$ cat src/rtl/regfile_flag_unit_pkg.sv
// Shared opcode, condition-code and flag-position definitions for the
// register/flag stage and the ALU.
package regfile_flag_unit_pkg;

    typedef enum logic [2:0] {
        ADD    = 3'b000,
        SUB    = 3'b001,
        RED    = 3'b010,
        XOR    = 3'b011,
        SLL    = 3'b100,
        SRA    = 3'b101,
        ROR    = 3'b110,
        PADDSB = 3'b111
    } alu_op_e;

    typedef enum logic [2:0] {
        NE     = 3'b000,
        EQ     = 3'b001,
        GT     = 3'b010,
        LT     = 3'b011,
        GTE    = 3'b100,
        LTE    = 3'b101,
        OVFL   = 3'b110,
        UNCOND = 3'b111
    } cond_e;

    localparam int unsigned FLAG_N = 2;
    localparam int unsigned FLAG_V = 1;
    localparam int unsigned FLAG_Z = 0;

endpackage

$ cat src/rtl/regfile_flag_unit_reg16_async_rst.sv
// Single storage register with load enable and asynchronous active-high clear.
module reg16_async_rst #(
    parameter int unsigned W = 16
) (
    input  logic         clk,
    input  logic         rst,
    input  logic         en_i,
    input  logic [W-1:0] d_i,
    output logic [W-1:0] q_o
);

    logic [W-1:0] data_q;

    // Clear immediately on reset, otherwise load when enabled.
    always_ff @(posedge clk or posedge rst) begin
        if (rst) begin
            data_q <= '0;
        end else if (en_i) begin
            data_q <= d_i;
        end
    end

    assign q_o = data_q;

endmodule

$ cat src/rtl/regfile_flag_unit.sv
// Register file with write-before-read bypass, N/V/Z flag register with
// opcode-selective update, and branch condition evaluation on latched flags.
module regfile_flag_unit
    import regfile_flag_unit_pkg::*;
#(
    parameter int unsigned NUM_REGS = 16,
    parameter int unsigned DATA_W   = 16,
    localparam int unsigned IDX_W   = $clog2(NUM_REGS)
) (
    input  logic              clk,
    input  logic              rst,
    input  logic [IDX_W-1:0]  SrcReg1,
    input  logic [IDX_W-1:0]  SrcReg2,
    input  logic [IDX_W-1:0]  DstReg,
    input  logic              WriteReg,
    input  logic [DATA_W-1:0] DstData,
    output logic [DATA_W-1:0] SrcData1,
    output logic [DATA_W-1:0] SrcData2,
    input  logic              FlagWrite,
    input  logic [2:0]        AluOp,
    input  logic [2:0]        FlagsIn,
    output logic [2:0]        Flags,
    input  logic [2:0]        Cond,
    output logic              CondTrue
);

    logic [DATA_W-1:0] regs [NUM_REGS];
    logic              wr_valid;
    logic [2:0]        flags_q;
    logic [2:0]        flags_d;

    // R0 is hard-wired to zero, so a write to index 0 never counts as a write.
    assign wr_valid = WriteReg && (DstReg != '0);
    assign regs[0]  = '0;

    genvar gi;
    generate
        for (gi = 1; gi < NUM_REGS; gi++) begin : g_reg
            reg16_async_rst #(
                .W(DATA_W)
            ) u_reg (
                .clk  (clk),
                .rst  (rst),
                .en_i (wr_valid && (DstReg == IDX_W'(gi))),
                .d_i  (DstData),
                .q_o  (regs[gi])
            );
        end
    endgenerate

    // Read ports: stored value, overridden by same-cycle write data.
    always_comb begin
        SrcData1 = regs[SrcReg1];
        SrcData2 = regs[SrcReg2];
        if (wr_valid && (DstReg == SrcReg1)) begin
            SrcData1 = DstData;
        end
        if (wr_valid && (DstReg == SrcReg2)) begin
            SrcData2 = DstData;
        end
    end

    // Next flags: ADD/SUB load all, logic/shift ops load only Z, others hold.
    always_comb begin
        flags_d = flags_q;
        if (FlagWrite) begin
            case (AluOp)
                ADD, SUB: flags_d = FlagsIn;
                XOR, SLL, SRA, ROR: flags_d[FLAG_Z] = FlagsIn[FLAG_Z];
                default: flags_d = flags_q;
            endcase
        end
    end

    // Flag register, cleared asynchronously.
    always_ff @(posedge clk or posedge rst) begin
        if (rst) begin
            flags_q <= '0;
        end else begin
            flags_q <= flags_d;
        end
    end

    assign Flags = flags_q;

    // Branch condition from the latched flags only (no FlagsIn bypass).
    always_comb begin
        CondTrue = 1'b0;
        case (Cond)
            NE:      CondTrue = !flags_q[FLAG_Z];
            EQ:      CondTrue = flags_q[FLAG_Z];
            GT:      CondTrue = !flags_q[FLAG_Z] && !flags_q[FLAG_N];
            LT:      CondTrue = flags_q[FLAG_N];
            GTE:     CondTrue = flags_q[FLAG_Z] || (!flags_q[FLAG_Z] && !flags_q[FLAG_N]);
            LTE:     CondTrue = flags_q[FLAG_N] || flags_q[FLAG_Z];
            OVFL:    CondTrue = flags_q[FLAG_V];
            UNCOND:  CondTrue = 1'b1;
            default: CondTrue = 1'b0;
        endcase
    end

endmodule

$ cat config.mk
export PLATFORM = sky130hd
export DESIGN_NAME = regfile_flag_unit
export DESIGN_NICKNAME = d
export VERILOG_FILES = /design/src/rtl/regfile_flag_unit_pkg.sv /design/src/rtl/regfile_flag_unit_reg16_async_rst.sv /design/src/rtl/regfile_flag_unit.sv
export SDC_FILE = /design/constraint.sdc
export NUM_CORES = 1
export LEC_CHECK = 0
export CORE_ASPECT_RATIO = 0.7
export CORE_MARGIN = 5
export CORE_UTILIZATION = 35
export DETAILED_ROUTE_END_ITERATION = 7
export SLEW_MARGIN = 5
export SYNTH_ARGS = -nofsm -noshare
export SYNTH_HDL_FRONTEND = slang
export SYNTH_HIERARCHICAL = 1
export SYNTH_SLANG_ARGS = --single-unit
$ cat constraint.sdc
create_clock -name clk -period 3.5 [get_ports clk]
set_input_delay 0.875 -clock clk [delete_from_list [all_inputs] [get_ports clk]]
set_output_delay 0.875 -clock clk [all_outputs]
set_load 0.01 [all_outputs]
==> impl_metrics.json <==
{
  "dp_hpwl_um": 31810,
  "synth_area_um2": 14680,
  "firstDrtPassIters": 7,
  "synth_area_per_cell_um2": 14.64,
  "grt_antenna_before_repair": 1,
  "fin_worst_skew_ns": 0,
  "power_frac_comb": 0.288,
  "ys_seq_area_frac": 0.4143,
  "final_cells": 1756,
  "syn-num-nets": 1044,
  "synth_cells": 1003,
  "wire_per_inst_um": 26.22,
  "fin_crit_ns": 3.463,
  "drive_above_1_share": 0.5388,
  "seqPwrFrac": 0.415,
  "synth_largest_area_cell": "dfrtp_1",
  "fill_cells": 3673,
  "power.internal_mw": 6.906,
  "root_buffer": "clkbuf_16",
  "finalHoldViolations": 0,
  "overflow": 0,
  "ctsLongestPathBuffers": 3,
  "grt_pass1_vias": 10520,
  "cts.reportedPaths.clkPinSlew_ns": 0.06,
  "r2r_setup_slack_ns": 2.65,
  "finalCritPeriodShare": 0.9895,
  "h-tree-depth": 1,
  "placed_cells": 1695,
  "min-delay-start": "g_reg[15].u_reg/q_o[0]$_DFFE_PP0P_",
  "r2r-start": "Flags[2]$_DFFE_PP0P_",
  "min_path_type": "register to register",
  "die_h_um": 181.3,
  "finalSetupViolCount": 0,
  "gr-usage-met2": 0.2862,
  "grt_first_pass_wirelength_um": 69480,
  "timing.final.max_slew_violations": 0,
  "syn_to_final_growth_pct": 23.08,
  "die_x_um": 254.8,
  "postLayoutCoreUtil": 0.4386,
  "hold_depth": 1,
  "arrival_ns": 2.59,
  "synthFlopType": "dfrtp_1",
  "rows": 62,
  "gp_congestion": 0.8453,
  "max_cap_violations": 0,
  "clock-sinks": 243,
  "yosysWarnings": 6,
  "start_kind": "input pin",
  "regToRegEndpoint": "Flags[2]$_DFFE_PP0P_",
  "path_class": "input pin to output pin",
  "slew_headroom": 0.5767,
  "total_power_mw": 9.603,
  "async_reset_ff_frac": 1.000,
  "critPathMaxFanout": 11,
  "yosysUniqueCellTypes": 37,
  "synth_edf_count": 0,
  "synth_common_cells": "dfrtp_1, mux2_4, mux2_2, mux4_2, nand2_1",
  "hold_buffers": 0,
  "required_ns": 2.62,
  "hold_path_end": "g_reg[15].u_reg/q_o[0]$_DFFE_PP0P_",
  "cts_tree": "done",
  "totalWireLength_um": 46040,
  "max_freq_mhz": 288.7,
  "grt.total_usage": 0.1969,
  "p_sw_frac": 0.2809,
  "p_per_area_nw_per_um2": 531.5,
  "grt_max_degree": 19,
  "crit_path_end_kind": "output pin",
  "ant_nets": 0,
  "insertion_delay_ns": 0.54,
  "diodes": 0,
  "status": "completed",
  "r2r_cells": 1,
  "synth_top_area_share": 0.4143,
  "drt-initial-drc-count": 791,
  "initial_utilization": 0.3564,
  "fin_nets": 1237,
  "ir_worst_vdd_mv": 0.3262,
  "drc": 0,
  "ioPinCount": 77,
  "grt.met1_usage": 0.2962,
  "synthMostInstantiatedCell": "dfrtp_1",
  "core-area_um2": 41190,
  "p_leak_nw": 7.663,
  "vias": 9973,
  "viasPerCell": 5.679,
  "use_met3": 0.05318,
  "io_buffers": 76,
  "worst_slew_pin_slew_ns": 0.6329,
  "cts_buffers": 26,
  "ys_ff_latch": 243,
  "synthTopCellsByArea": "dfrtp_1, mux2_4, mux4_2",
  "globalRoute.busiestLayer": "met1",
  "switchingPower_mw": 2.698,
  "dieArea_um2": 46200,
  "clkPwrFrac": 0.296
}
[cells by family after synthesis]
family | count (synthesis) | synth area share
muxes | 402 | 0.4203
DFF | 243 | 0.4143
and+or+nand+nor | 164 | 0.05924
buffers and inverters | 112 | 0.06256
AOI/OAI and AO/OA | 73 | 0.03827
xor gates and xnor gates | 9 | 0.005370
[power by group through the flow]
| stage | combinational [mW] | clock, mW | sequential [mW] |
|---|---|---|---|
| 2_1_floorplan | 1.93 | 0 | 3.83 |
| 3_3_place_gp | 2.72 | 0 | 3.97 |
| 3_5_place_dp | 2.77 | 0 | 4.00 |
| 4_1_cts | 2.77 | 2.92 | 3.97 |
| 5_1_grt | 2.94 | 3.04 | 4.06 |
| 6_report | 2.77 | 2.85 | 3.99 |
[state kept, by name, summed over array words and instances, names as in the netlist]
register and count:
Flags 3, g.u_reg/q_o 240
[final cells by class]
class,instances,area (µm²),share of cell area
multi-input cells,648,7812,0.4324
flip-flops and latches,243,6081,0.3366
repair buffers,257,2554,0.1413
clock buffers,37,773.2,0.04280
well taps,544,680.7,0.03767
clock inverters,7,91.34,0.005055
inverters,20,75.07,0.004155
[worst max-delay path: stages]
cell             delay, ns
dlygate4sd2_1         0.24
buf_6                 0.14
buf_4                 0.15
buf_4                 0.18
or3_1                 0.41
a31oi_2               0.21
buf_4                 0.14
clkdlybuf4s15_1       0.23
[timing repair]
item                                    in CTS  in global routing
pin swaps                                    7                  3
endpoints found under the setup margin      32                 20
resized for setup                          115                 24
setup buffers                               12                  1
cloned                                       3                  1
endpoints found under the hold margin        0                  0
[worst max-delay path by stage]
stage | slack (ns) | endpoint | from
CTS | 0.002 | SrcData1[2] | SrcReg1[1]
floorplan | 0.44 | SrcData2[0] | DstReg[2]
global route | -0.001 | SrcData2[10] | DstReg[3]
global placement | -0.53 | SrcData2[6] | DstReg[2]
finish | 0.04 | SrcData2[15] | SrcReg2[3]
detailed placement | -0.61 | SrcData2[8] | DstReg[2]
[cell usage in the layout (no fill, tap or decap), types with 32 or more instances in the layout]
master    count
a221oi_1     32
buf_12       35
buf_4       137
dfrtp_1     243
mux2_2      125
mux2_4      150
mux4_2       96
nand2_1      37
nor2b_1      33
[stage by stage]
stage	TNS, ns	setup slack [ns]	area [µm²]	hold slack, ns
after global routing	-0.001100	-0.001100	18070	0.5405
after CTS	0	0.002053	18030	0.5271
after floorplan	0	0.4401	14680	0.4885
final	0	0.03674	18070	0.5211
after detailed placement	-16.65	-0.6061	16950	0.5101
after global placement	-15.90	-0.5347	16950	0.5020
[layer usage]
layer	part of all wire	vias up
met3	0.078	74
li1	-	4194
met4	0.021	0
met5	0	-
met2	0.43	423
met1	0.47	5282
Power figures use the tool's default switching activity.
